**src/rtl/accum_datapath_pkg.sv**
```systemverilog
// accum_datapath_pkg: tap count and tap-index type shared with the sequencing controller
package accum_datapath_pkg;
  localparam int NUM_TAPS = 4;
  typedef logic [1:0] tap_idx_t;
endpackage

```
**src/rtl/accum_datapath_sat_add.sv**
```systemverilog
// sat_add: signed add of an AW-wide and a BW-wide operand, saturated to the AW range
module sat_add #(
  parameter int AW = 18,
  parameter int BW = AW
) (
  input  logic signed [AW-1:0] a,
  input  logic signed [BW-1:0] b,
  output logic signed [AW-1:0] sum,
  output logic                 sat
);
  localparam int EW = (AW > BW ? AW : BW) + 1;
  localparam logic signed [EW-1:0] MAX = {{(EW-AW+1){1'b0}}, {(AW-1){1'b1}}};
  localparam logic signed [EW-1:0] MIN = ~MAX;
  logic signed [EW-1:0] wide;
  assign wide = EW'(a) + EW'(b);
  assign sat  = (wide > MAX) || (wide < MIN);
  assign sum  = wide > MAX ? AW'(MAX) : wide < MIN ? AW'(MIN) : AW'(wide);
endmodule

```
**src/rtl/accum_datapath.sv**
```systemverilog
// accum_datapath: 4-tap multiply-accumulate with saturation, frame publish and sequence checking
module accum_datapath
  import accum_datapath_pkg::*;
#(
  parameter int DW = 8,
  parameter int CW = 8,
  parameter int AW = DW + CW + 2
) (
  input  logic                     ph1,
  input  logic                     reset_n,
  input  logic                     en,
  input  tap_idx_t                 mux_sel,
  input  logic                     clear_accum,
  input  logic                     load_samples,
  input  logic [NUM_TAPS*DW-1:0]   x_in,
  input  logic                     coef_we,
  input  tap_idx_t                 coef_addr,
  input  logic signed [CW-1:0]     coef_wdata,
  input  logic                     ovf_clr,
  output logic signed [AW-1:0]     result,
  output logic                     result_valid,
  output logic                     ovf,
  output logic                     seq_err
);
  logic signed [DW-1:0]    samples [NUM_TAPS];
  logic signed [CW-1:0]    coefs   [NUM_TAPS];
  logic signed [AW-1:0]    accum, sum;
  logic signed [DW+CW-1:0] product;
  logic                    sat;
  tap_idx_t                exp_idx;

  assign product = samples[mux_sel] * coefs[mux_sel];

  sat_add #(.AW(AW), .BW(DW+CW)) u_sat (
    .a   (accum),
    .b   (product),
    .sum (sum),
    .sat (sat)
  );

  always_ff @(posedge ph1 or negedge reset_n) begin
    if (!reset_n) begin
      for (int k = 0; k < NUM_TAPS; k++) begin
        samples[k] <= '0;
        coefs[k]   <= '0;
      end
      accum        <= '0;
      result       <= '0;
      result_valid <= 1'b0;
      ovf          <= 1'b0;
      seq_err      <= 1'b0;
      exp_idx      <= '0;
    end else begin
      if (load_samples)
        for (int k = 0; k < NUM_TAPS; k++) samples[k] <= x_in[k*DW +: DW];
      if (coef_we) coefs[coef_addr] <= coef_wdata;
      result_valid <= en && clear_accum;
      seq_err      <= en && (mux_sel != exp_idx);
      ovf          <= (en && sat) ? 1'b1 : ovf_clr ? 1'b0 : ovf;
      if (en) begin
        accum   <= clear_accum ? '0 : sum;
        exp_idx <= clear_accum ? '0 : tap_idx_t'(mux_sel + 2'd1);
        if (clear_accum) result <= sum;
      end
    end
  end
endmodule

```
**config.mk**
```make
export PLATFORM = sky130hd
export DESIGN_NAME = accum_datapath
export DESIGN_NICKNAME = d
export VERILOG_FILES = /design/src/rtl/accum_datapath_pkg.sv /design/src/rtl/accum_datapath_sat_add.sv /design/src/rtl/accum_datapath.sv
export SDC_FILE = /design/constraint.sdc
export NUM_CORES = 1
export LEC_CHECK = 0
export BUFFER_PORTS_ARGS = -buffer_cell sky130_fd_sc_hd__buf_2
export CAP_MARGIN = 20
export CORE_AREA = 2 2 117 119
export DETAILED_ROUTE_END_ITERATION = 7
export DIE_AREA = 0 0 119 121
export PLACE_DENSITY = 0.86
export RECOVER_POWER = 25
export SLEW_MARGIN = 20
export SYNTH_ARGS = -nofsm -noshare
export SYNTH_HDL_FRONTEND = slang
export SYNTH_SLANG_ARGS = --single-unit
```
**constraint.sdc**
```tcl
create_clock -name ph1 -period 7.19 [get_ports ph1]
set_input_delay 0.3595 -clock ph1 [delete_from_list [all_inputs] [get_ports ph1]]
set_output_delay 0.3595 -clock ph1 [all_outputs]
set_load 0.01 [all_outputs]
```
; ---- Word-level counts from Yosys, hierarchy flattened
; Cells that the tools add are included.
[totals]
register_bits = 105
in_bits = 51
[classes]
add_sub_neg = 2
n_mul = 1
magnitude_cmp = 5
eq_ne = 1
mux = 15
bitwise = 2
n_reduce_logical = 7
[op_table]
columns = operator, n
row1 = 18-bit 2-to-1 mux, 3
row2 = 8-bit 2-to-1 mux, 5
row3 = 8-bit binary-select mux with 2-bit select, 2
row4 = 32-bit bitwise mux, 1
row5 = 18-bit by 16-bit adder with 19-bit output, 1
row6 = "19-bit by 18-bit > comparator with 1-bit output, second input constant", 1
row7 = "19-bit by 18-bit < comparator with 1-bit output, second input constant", 1
row8 = 8-bit demux with 2-bit select, 1
row9 = 8-bit by 8-bit multiplier with 16-bit output, 1
row10 = "3-bit greater-or-equal comparator, second input constant", 2
row11 = 2-bit inverter with 3-bit output, 2
row12 = 1-bit logical AND, 4
row13 = "3-bit by 1-bit < comparator with 1-bit output, second input constant", 1
row14 = "2-bit by 1-bit adder with 2-bit output, second input constant", 1
row15 = 1-bit 2-to-1 mux, 2
row16 = 2-bit 2-to-1 mux, 1
row17 = 2-bit inequality test, 1
row18 = 2-bit AND reduction, 1
row19 = 2-bit nonzero test, 1
row20 = 1-bit logical OR, 1

; ---- Depth between registers and ports, before layout
; Gate-level depths: netlist of the first run.
[logic_depth]
ltp_word = 10
ltp_mapped = 23

; ---- By module
; From an unflattened synthesis of the first run, not the netlist that was laid out.
[hier_totals]
hier_cells = 730
area_unflattened_um2 = 8095.3
[modules_own_cells]
columns = module, instances, cells_per_inst, area_per_inst_um2
row1 = accum_datapath, 1, 580, 6914.1
row2 = sat_add, 1, 150, 1181.1

; ---- Worst setup path after synthesis of the first run
; OpenSTA, ideal clock, no wires.
[synth_timing]
path_kind = input -> register
from = input port mux_sel[0]
to = register result[16]
setup_ns = 0.125
t_arrival_ns = 6.482
t_required_ns = 7.065
slack_ns = 0.582
stages = 19
path_buffers = 2
path_cell_list = buf_2 > buf_2 > mux2_2 > o21ai_1 > or2_2 > fa_1 > fa_1 > inv_1 > fa_1 > fa_1 > fa_1 > ha_1 > and2_4 > a221oi_2 > a21oi_2 > or4_4 > a22o_1 > maj3_2 > mux2_4
[synth_between]
elab_chain_cells = 9
word_cells_on_any_way = 13
classes_between = add/sub: 1 / mul: 1 / order compare: 2 / mux: 8 / bitwise: 1
[synth_lines]
columns = item, line_no
row1 = from (decl), accum_datapath.sv:12  ; input tap_idx_t mux_sel,
row2 = 2-bit inverter with 3-bit output (implied by the code) (*), accum_datapath.sv:32  ; assign product = samples[mux_sel] * coefs[mux_sel];
row3 = 8-bit binary-select mux with 2-bit select, accum_datapath.sv:32
row4 = 8-bit 2-to-1 mux (implied by the code) (2 in series), accum_datapath.sv:32
row5 = 8-bit by 8-bit multiplier with 16-bit output (*), accum_datapath.sv:32
row6 = 18-bit by 16-bit adder with 19-bit output (*), accum_datapath_sat_add.sv:15  ; assign wide = EW'(a) + EW'(b);
row7 = 19-bit by 18-bit < comparator with 1-bit output, accum_datapath_sat_add.sv:17  ; assign sum = wide > MAX ? AW'(MAX) : wide < MIN ? AW'(MIN) : AW'(wide);
row8 = 18-bit 2-to-1 mux, accum_datapath_sat_add.sv:17
row9 = 18-bit 2-to-1 mux (*), accum_datapath_sat_add.sv:17
row10 = to (signal assigned), accum_datapath.sv:63  ; if (clear_accum) result <= sum;
row11 = to (decl), accum_datapath.sv:20  ; output logic signed [AW-1:0] result,
; Mark *: on every way between the ends. The rest lies on a longest branch, timed or not. The select of a mux whose other input is x is not followed.
; A chain may end at the register's enable or synchronous reset.

; ---- Worst setup path in the final report of the first run
[layout_timing]
from = input port mux_sel[0]
to = register accum[4]
[layout_between]
elab_chain_cells = 10
word_cells_on_any_way = 14
classes_between = add/sub: 1 / mul: 1 / order compare: 2 / mux: 9 / bitwise: 1
[layout_lines]
columns = item, line_no
row1 = 2-bit inverter with 3-bit output (implied by the code) (*), accum_datapath.sv:32
row2 = 8-bit binary-select mux with 2-bit select, accum_datapath.sv:32
row3 = 8-bit 2-to-1 mux (implied by the code) (2 in series), accum_datapath.sv:32
row4 = 8-bit by 8-bit multiplier with 16-bit output (*), accum_datapath.sv:32
row5 = 18-bit by 16-bit adder with 19-bit output (*), accum_datapath_sat_add.sv:15
row6 = 19-bit by 18-bit < comparator with 1-bit output, accum_datapath_sat_add.sv:17
row7 = 18-bit 2-to-1 mux, accum_datapath_sat_add.sv:17
row8 = 18-bit 2-to-1 mux (*), accum_datapath_sat_add.sv:17
row9 = 18-bit 2-to-1 mux (*), accum_datapath.sv:61  ; accum <= clear_accum ? '0 : sum;
row10 = to (signal assigned), accum_datapath.sv:61
row11 = to (decl), accum_datapath.sv:27  ; logic signed [AW-1:0] accum, sum;
; Marked as above.

==> results of run 1 <==
==> kinds of logic (layout without fill, tap and decap cells) <==
group | after synthesis | after routing
XOR/XNOR | 22 | 22
AND/OR/NAND/NOR | 118 | 118
buffers and inverters | 117 | 190
flip-flops | 105 | 105
AO/OA/AOI/OAI | 93 | 93
multiplexers | 82 | 82
adder cells (fa/ha/maj) | 145 | 145
==> registers in the layout, indices dropped and copies added (netlist names) <==
name	count
ovf	1
exp_idx	2
coefs	32
samples	32
result	18
seq_err	1
accum	18
result_valid	1
==> cells in the final DEF (no fill, tap or decap), types with 2 or more instances in the layout <==
| master | count |
|---|---|
| o21ai_0 | 27 |
| dfrtp_1 | 105 |
| mux4_2 | 15 |
| mux2_2 | 65 |
| inv_1 | 95 |
| nand3_1 | 2 |
| nand4_1 | 2 |
| o31ai_1 | 3 |
| xor2_1 | 9 |
| and2_1 | 32 |
| buf_4 | 7 |
| a21o_1 | 4 |
| maj3_1 | 7 |
| nor2_1 | 18 |
| a21oi_1 | 27 |
| buf_2 | 69 |
| o21ai_1 | 14 |
| ha_1 | 44 |
| a211oi_1 | 3 |
| clkbuf_1 | 3 |
| o21a_1 | 3 |
| clkbuf_16 | 9 |
| inv_6 | 2 |
| maj3_2 | 10 |
| o21bai_1 | 2 |
| nand3b_1 | 2 |
| nand2_1 | 55 |
| xnor2_1 | 13 |
| fa_1 | 84 |
==> cell type report <==
type / instances / share of cell area (%)
clock inverters: 5 / 0.771
multi-input cells: 460 / 55.2
inverters: 96 / 4.11
flip-flops and latches: 105 / 30.0
clock buffers: 11 / 2.77
repair buffers: 78 / 4.63
well taps: 176 / 2.51
==> how the worst max path moves through the flow <==
stage | startpoint | endpoint | slack [ps] | depth (start not counted)
after global placement | mux_sel[0] | accum[2] | 390 | 17
after floorplan | mux_sel[0] | result[16] | 580 | 19
final | mux_sel[0] | accum[4] | 610 | 17
after global routing | mux_sel[0] | accum[2] | 220 | 18
after detailed placement | mux_sel[0] | accum[2] | 250 | 17
after CTS | mux_sel[0] | accum[2] | 570 | 17
==> routing by layer <==
metal / global-route usage (%) / routed length [um] / vias up
met2: 45.8 / 9510 / 157
met4: 10.9 / 583 / 0
met3: 4.18 / 578 / 40
li1: - / - / 2398
met1: 31.5 / 6530 / 2769
met5: 0 / 0 / -
==> stage by stage <==
stage                     instances  utilization [%]  instance area [um^2]
after global routing            931             67.0                  8760
after global placement          915             64.6                  8460
after CTS                       931             67.0                  8770
final                           931             67.0                  8760
after floorplan                 682                -                  7920
after detailed placement        915             64.6                  8460
==> flow_summary_export.csv, run 1 <==
group,metric,value,unit
outcome,outcome,"finished, violations left",
outcome,violations,"max-capacitance violations, max-slew violations",
job,cap_violations,1,
global_route,antenna_found_initial,0,
sta,slew_viol_final,52,
route,wirelength,17200,um
sta,fin_crit,6580,ps
cts,ctsLongestPathBuffers,2,
sta,worst_hold_slack,215,ps
critical_path,slowest_delay,680,ps
global_route,grt_pass1_wl,28900,um
die,fp.coreArea,0.0131,mm^2
die,ioPinCount,72,
critical_path,r2r_end,"accum[4]",
finish,regArea,0.00263,mm^2
global_route,grt_pass1_vias,5909,
placement,numPortBuffers,71,
critical_path,critPathSlowestCell,"mux4_2",
placement,dp_slack,251,ps
route,post_drt_wl_per_cell,18.5,um
logic_synthesis,synthCells,682,
sta,skew,9.55,ps
die,die_y,121,um
critical_path,arrival,6800,ps
sta,finalCritPeriodShare,91.6,%
logic_synthesis,synth.top_cells.by_area,"dfrtp_1 33%, fa_1 21%, mux2_2 9.2%",
sta,setup_tns,0,ps
die,dieArea,0.0144,mm^2
min_path,min_path_cells,2,
critical_path,worstRegToRegCells,16,
cts,postCtsSetupBuffers,0,
logic_synthesis,synth-seq-cells,105,
sta,hold_viol,0,
critical_path,cpMostUsedCell,"fa_1",
logic_synthesis,synth-compound-area-share,7.14,%
logic_synthesis,muxShareOfSynthArea,13.8,%
die,start_util,60.5,%
finish,drive_gt1_share,25.3,%
logic_synthesis,synthArstFlopShare,100,%
cts,cts_tree,"yes",
logic_synthesis,synth_edf_count,0,
global_route,grt_max_degree,56,
critical_path,crit_fanout,16,
critical_path,rrSetupSlack,650,ps
cts,ctsHoldBuffers,0,
global_route,overflow,0,
sta,rsz0062_at_grt,"false",
cts,clkTransAtPathRegs,70,ps
critical_path,crit_type,"input port to register",
logic_synthesis,synth_warnings,0,
critical_path,worst-path-buf-inv,2,
logic_synthesis,synth_top_family_by_area,"adder cells",
logic_synthesis,yosys_most_used_dff,"dfrtp_1",
placement,post-dp-hpwl,13100,um
placement,place.gp.congestion,0.896,
finish,antenna_cells,0,
sta,worstMarginPinSlew,2860,ps
critical_path,end_kind,"register",
logic_synthesis,syn_avg_cell_area,11.6,um^2
finish,num-fill-cells,884,
route,ant_nets,0,
die,die_x,119,um
logic_synthesis,synth.most_common_cell,"dfrtp_1",
critical_path,start_kind,"input port",
cts,ctsResizeCount,0,
critical_path,worstReg2RegStart,"samples[0]",
logic_synthesis,yosys.area.top_type_share,33.2,%
min_path,holdPathEnd,"ovf",
cts,numCtsBuffers,9,
finish,multi_input_area,0.00484,mm^2
route,drt-initial-drc-count,389,
min_path,hp-class,"input port to register",
logic_synthesis,yosysTopAreaCell,"dfrtp_1",
critical_path,crit_chain,"buf_2, mux4_2, or2_2, fa_1, fa_1, inv_1, fa_1, fa_1, fa_1, ha_1, and2_4, a221oi_2, a21oi_2, or4_4, a22oi_4, maj3_2, a21oi_1",
logic_synthesis,syn_nets,861,
logic_synthesis,syn_area,0.00792,mm^2
global_route,grt_usage,25.8,%
logic_synthesis,synth_xor_area_share,2.43,%
logic_synthesis,netlist_top_cells_count,"105 x dfrtp_1, 95 x inv_1, 84 x fa_1",
min_path,worstHoldStart,"ovf_clr",
finish,syn_to_final_growth,10.6,%
die,rows,42,
logic_synthesis,synthAdderAreaFrac,30.5,%
finish,nets,929,
sta,slew-limit-headroom,-90.8,%
critical_path,path_delay_family,"adder cells",
cts,clkLatencyLatePin,360,ps
critical_path,cp.required,7410,ps
route,drc_errors,0,
logic_synthesis,synth_cell_types,49,
route,viasPerCell,5.76,
sta,max_clock_freq,152,MHz
route,firstDrtPassIters,5,
sta,finalWorstSetupSlack,606,ps
cts,cts.sinks,105,
route,vias,5364,
logic_synthesis,yosysSeqAreaShare,33.2,%
logic_synthesis,synthSimpleGateAreaFrac,7.23,%
sta,setup_viol,0,
cts,h-tree-depth,3,
cts,cts_root_buf,"clkbuf_16",
Power of run 1 is not shown: default switching activity piles up to over one toggle a cycle in this logic, so the estimate is an artifact.
==> run 2: changes to the inputs <==
--- a/config.mk
+++ b/config.mk
@@ -6,11 +6,10 @@
 export NUM_CORES = 1
 export LEC_CHECK = 0
 export BUFFER_PORTS_ARGS = -buffer_cell sky130_fd_sc_hd__buf_2
-export CAP_MARGIN = 20
-export CORE_AREA = 2 2 117 119
+export CORE_AREA = 2 2 166 168
 export DETAILED_ROUTE_END_ITERATION = 7
-export DIE_AREA = 0 0 119 121
-export PLACE_DENSITY = 0.86
+export DIE_AREA = 0 0 168 170
+export PLACE_DENSITY = 0.51
 export RECOVER_POWER = 25
 export SLEW_MARGIN = 20
 export SYNTH_ARGS = -nofsm -noshare
==> constraint.sdc (replaced) <==
create_clock -name ph1 -period 7.25 [get_ports ph1]
set_input_delay 0.3625 -clock ph1 [delete_from_list [all_inputs] [get_ports ph1]]
set_output_delay 0.3625 -clock ph1 [all_outputs]
set_load 0.01 [all_outputs]
==> flow_summary_export.csv, run 2 (same netlist as run 1, synthesis figures left out) <==
group,metric,value,unit
sta,hold_viol,0,
cts,numCtsBuffers,9,
die,rows,60,
outcome,outcome,"finished, violations left",
sta,max_clock_freq,156,MHz
cts,ctsLongestPathBuffers,2,
sta,skew,12.8,ps
sta,rsz0062_at_grt,"false",
critical_path,cpMostUsedCell,"fa_1",
placement,dpl_cell_area,0.00867,mm^2
die,ioPinCount,72,
route,vias,5091,
route,drc_errors,0,
sta,slew-limit-headroom,-32.4,%
finish,regArea,0.00263,mm^2
critical_path,path_delay_family,"adder cells",
route,wirelength,17200,um
route,ant_nets,0,
critical_path,slowest_delay,580,ps
finish,fin_util,33.7,%
finish,reg_top3,"coefs (32), samples (32)",
finish,nets,930,
cts,h-tree-depth,3,
sta,finalWorstSetupSlack,841,ps
job,cap_violations,1,
finish,drive_gt1_share,25.1,%
placement,dp_slack,390,ps
cts,cts_tree,"yes",
die,dieArea,0.0286,mm^2
die,start_util,29.7,%
critical_path,end_kind,"register",
critical_path,worst-path-buf-inv,1,
sta,worstMarginPinSlew,1990,ps
critical_path,worstRegToRegCells,16,
cts,clkTransAtPathRegs,80,ps
placement,numPortBuffers,71,
sta,fin_crit,6410,ps
critical_path,rrSetupSlack,840,ps
critical_path,crit_type,"register to register",
global_route,grt_pass1_wl,28600,um
placement,post-dp-hpwl,13400,um
min_path,hp-class,"input port to register",
critical_path,crit_fanout,16,
critical_path,cp.depth,16,
sta,finalCritPeriodShare,88.4,%
outcome,violations,"max-capacitance violations, max-slew violations",
route,firstDrtPassIters,4,
critical_path,arrival,6630,ps
sta,setup_viol,0,
critical_path,start_kind,"register",
cts,postCtsSetupBuffers,0,
cts,ctsResizeCount,0,
route,viasPerCell,4.64,
global_route,overflow,0,
min_path,min_path_cells,2,
cts,cts.sinks,105,
sta,setup_tns,0,ps
finish,mostFrequentLayoutCell,"dfrtp_1",
finish,syn_to_final_growth,13.5,%
critical_path,cp.required,7470,ps
critical_path,critPathSlowestCell,"mux4_2",
cts,clkLatencyLatePin,360,ps
global_route,antenna_found_initial,0,
finish,num-fill-cells,2656,
critical_path,crit_chain,"mux4_2, or2_2, fa_1, fa_1, inv_1, fa_1, fa_1, fa_1, ha_1, and2_4, a221oi_2, a21oi_2, or4_4, a22oi_4, maj3_2, a21oi_1",
cts,cts_root_buf,"clkbuf_16",
finish,multi_input_area,0.00484,mm^2
sta,slew_viol_final,38,
finish,mostFrequentLayoutCells,"105 x dfrtp_1, 95 x inv_1, 84 x fa_1",
die,fp.coreArea,0.0267,mm^2
global_route,grt_max_degree,70,
finish,antenna_cells,0,
global_route,grt_usage,12.8,%
route,drt-initial-drc-count,220,
die,die_x,168,um
die,die_y,170,um
finish,stdcell_area,0.00899,mm^2
route,post_drt_wl_per_cell,15.7,um
placement,place.gp.congestion,0.782,
global_route,grt_pass1_vias,5408,
==> run 2: cell count changes in the layout (fill, tap and decap cells not counted), sizes merged <==
cell and change:
clkinv +2, buf -2, dlygate4sd3 +1
==> run 2: timing repair <==
action | 4_1_cts | 5_1_grt
endpoints found under the hold margin | 36 | 0
setup endpoints to repair | 0 | 0
hold buffers | 1 | 0
==> run 2: worst register-to-register path: stages, from the launching register on <==
cell,delay [ps]
dfrtp_1,380
mux4_2,580
or2_2,340
fa_1,510
fa_1,540
inv_1,60
fa_1,520
fa_1,530
fa_1,440
ha_1,340
and2_4,190
a221oi_2,280
a21oi_2,120
or4_4,550
a22oi_4,500
maj3_2,340
a21oi_1,70
==> run 2: final cells by class <==
| type | instances | share of cell area, % |
|---|---|---|
| Tap cell | 341 | 4.75 |
| Clock inverter | 7 | 1.07 |
| Inverter | 96 | 4.01 |
| Timing Repair Buffer | 79 | 4.57 |
| Multi-Input combinational cell | 460 | 53.9 |
| Sequential cell | 105 | 29.2 |
| Clock buffer | 9 | 2.51 |
==> run 2: through the flow <==
| step | std cells | hold WS (ps) |
|---|---|---|
| final | 1097 | 190 |
| after global routing | 1097 | 181 |
| after CTS | 1097 | 180 |
| after detailed placement | 1080 | 362 |
| after global placement | 1080 | 359 |
| after floorplan | 682 | 66.9 |
==> run 2: worst paths after layout <==
| check | from | endpoint |
|---|---|---|
| worst max-delay path | samples[0] | accum[4] |
| min in group asynchronous | reset_n | accum[15] |
| worst min register to register | result[17] | result[17] |
| max in group asynchronous | reset_n | coefs[16] |
| worst min-delay path | ovf_clr | ovf |
| worst max register to register | samples[0] | accum[4] |
==> run 2: metal layers <==
layer	global-route usage (%)	part of all wire, %	vias up
met3	1.77	1.9	8
met1	15.8	43	2634
li1	-	-	2395
met5	0	0	-
met4	3.29	1.0	0
met2	23.4	54	54
Power of run 2 is left out for the same reason.
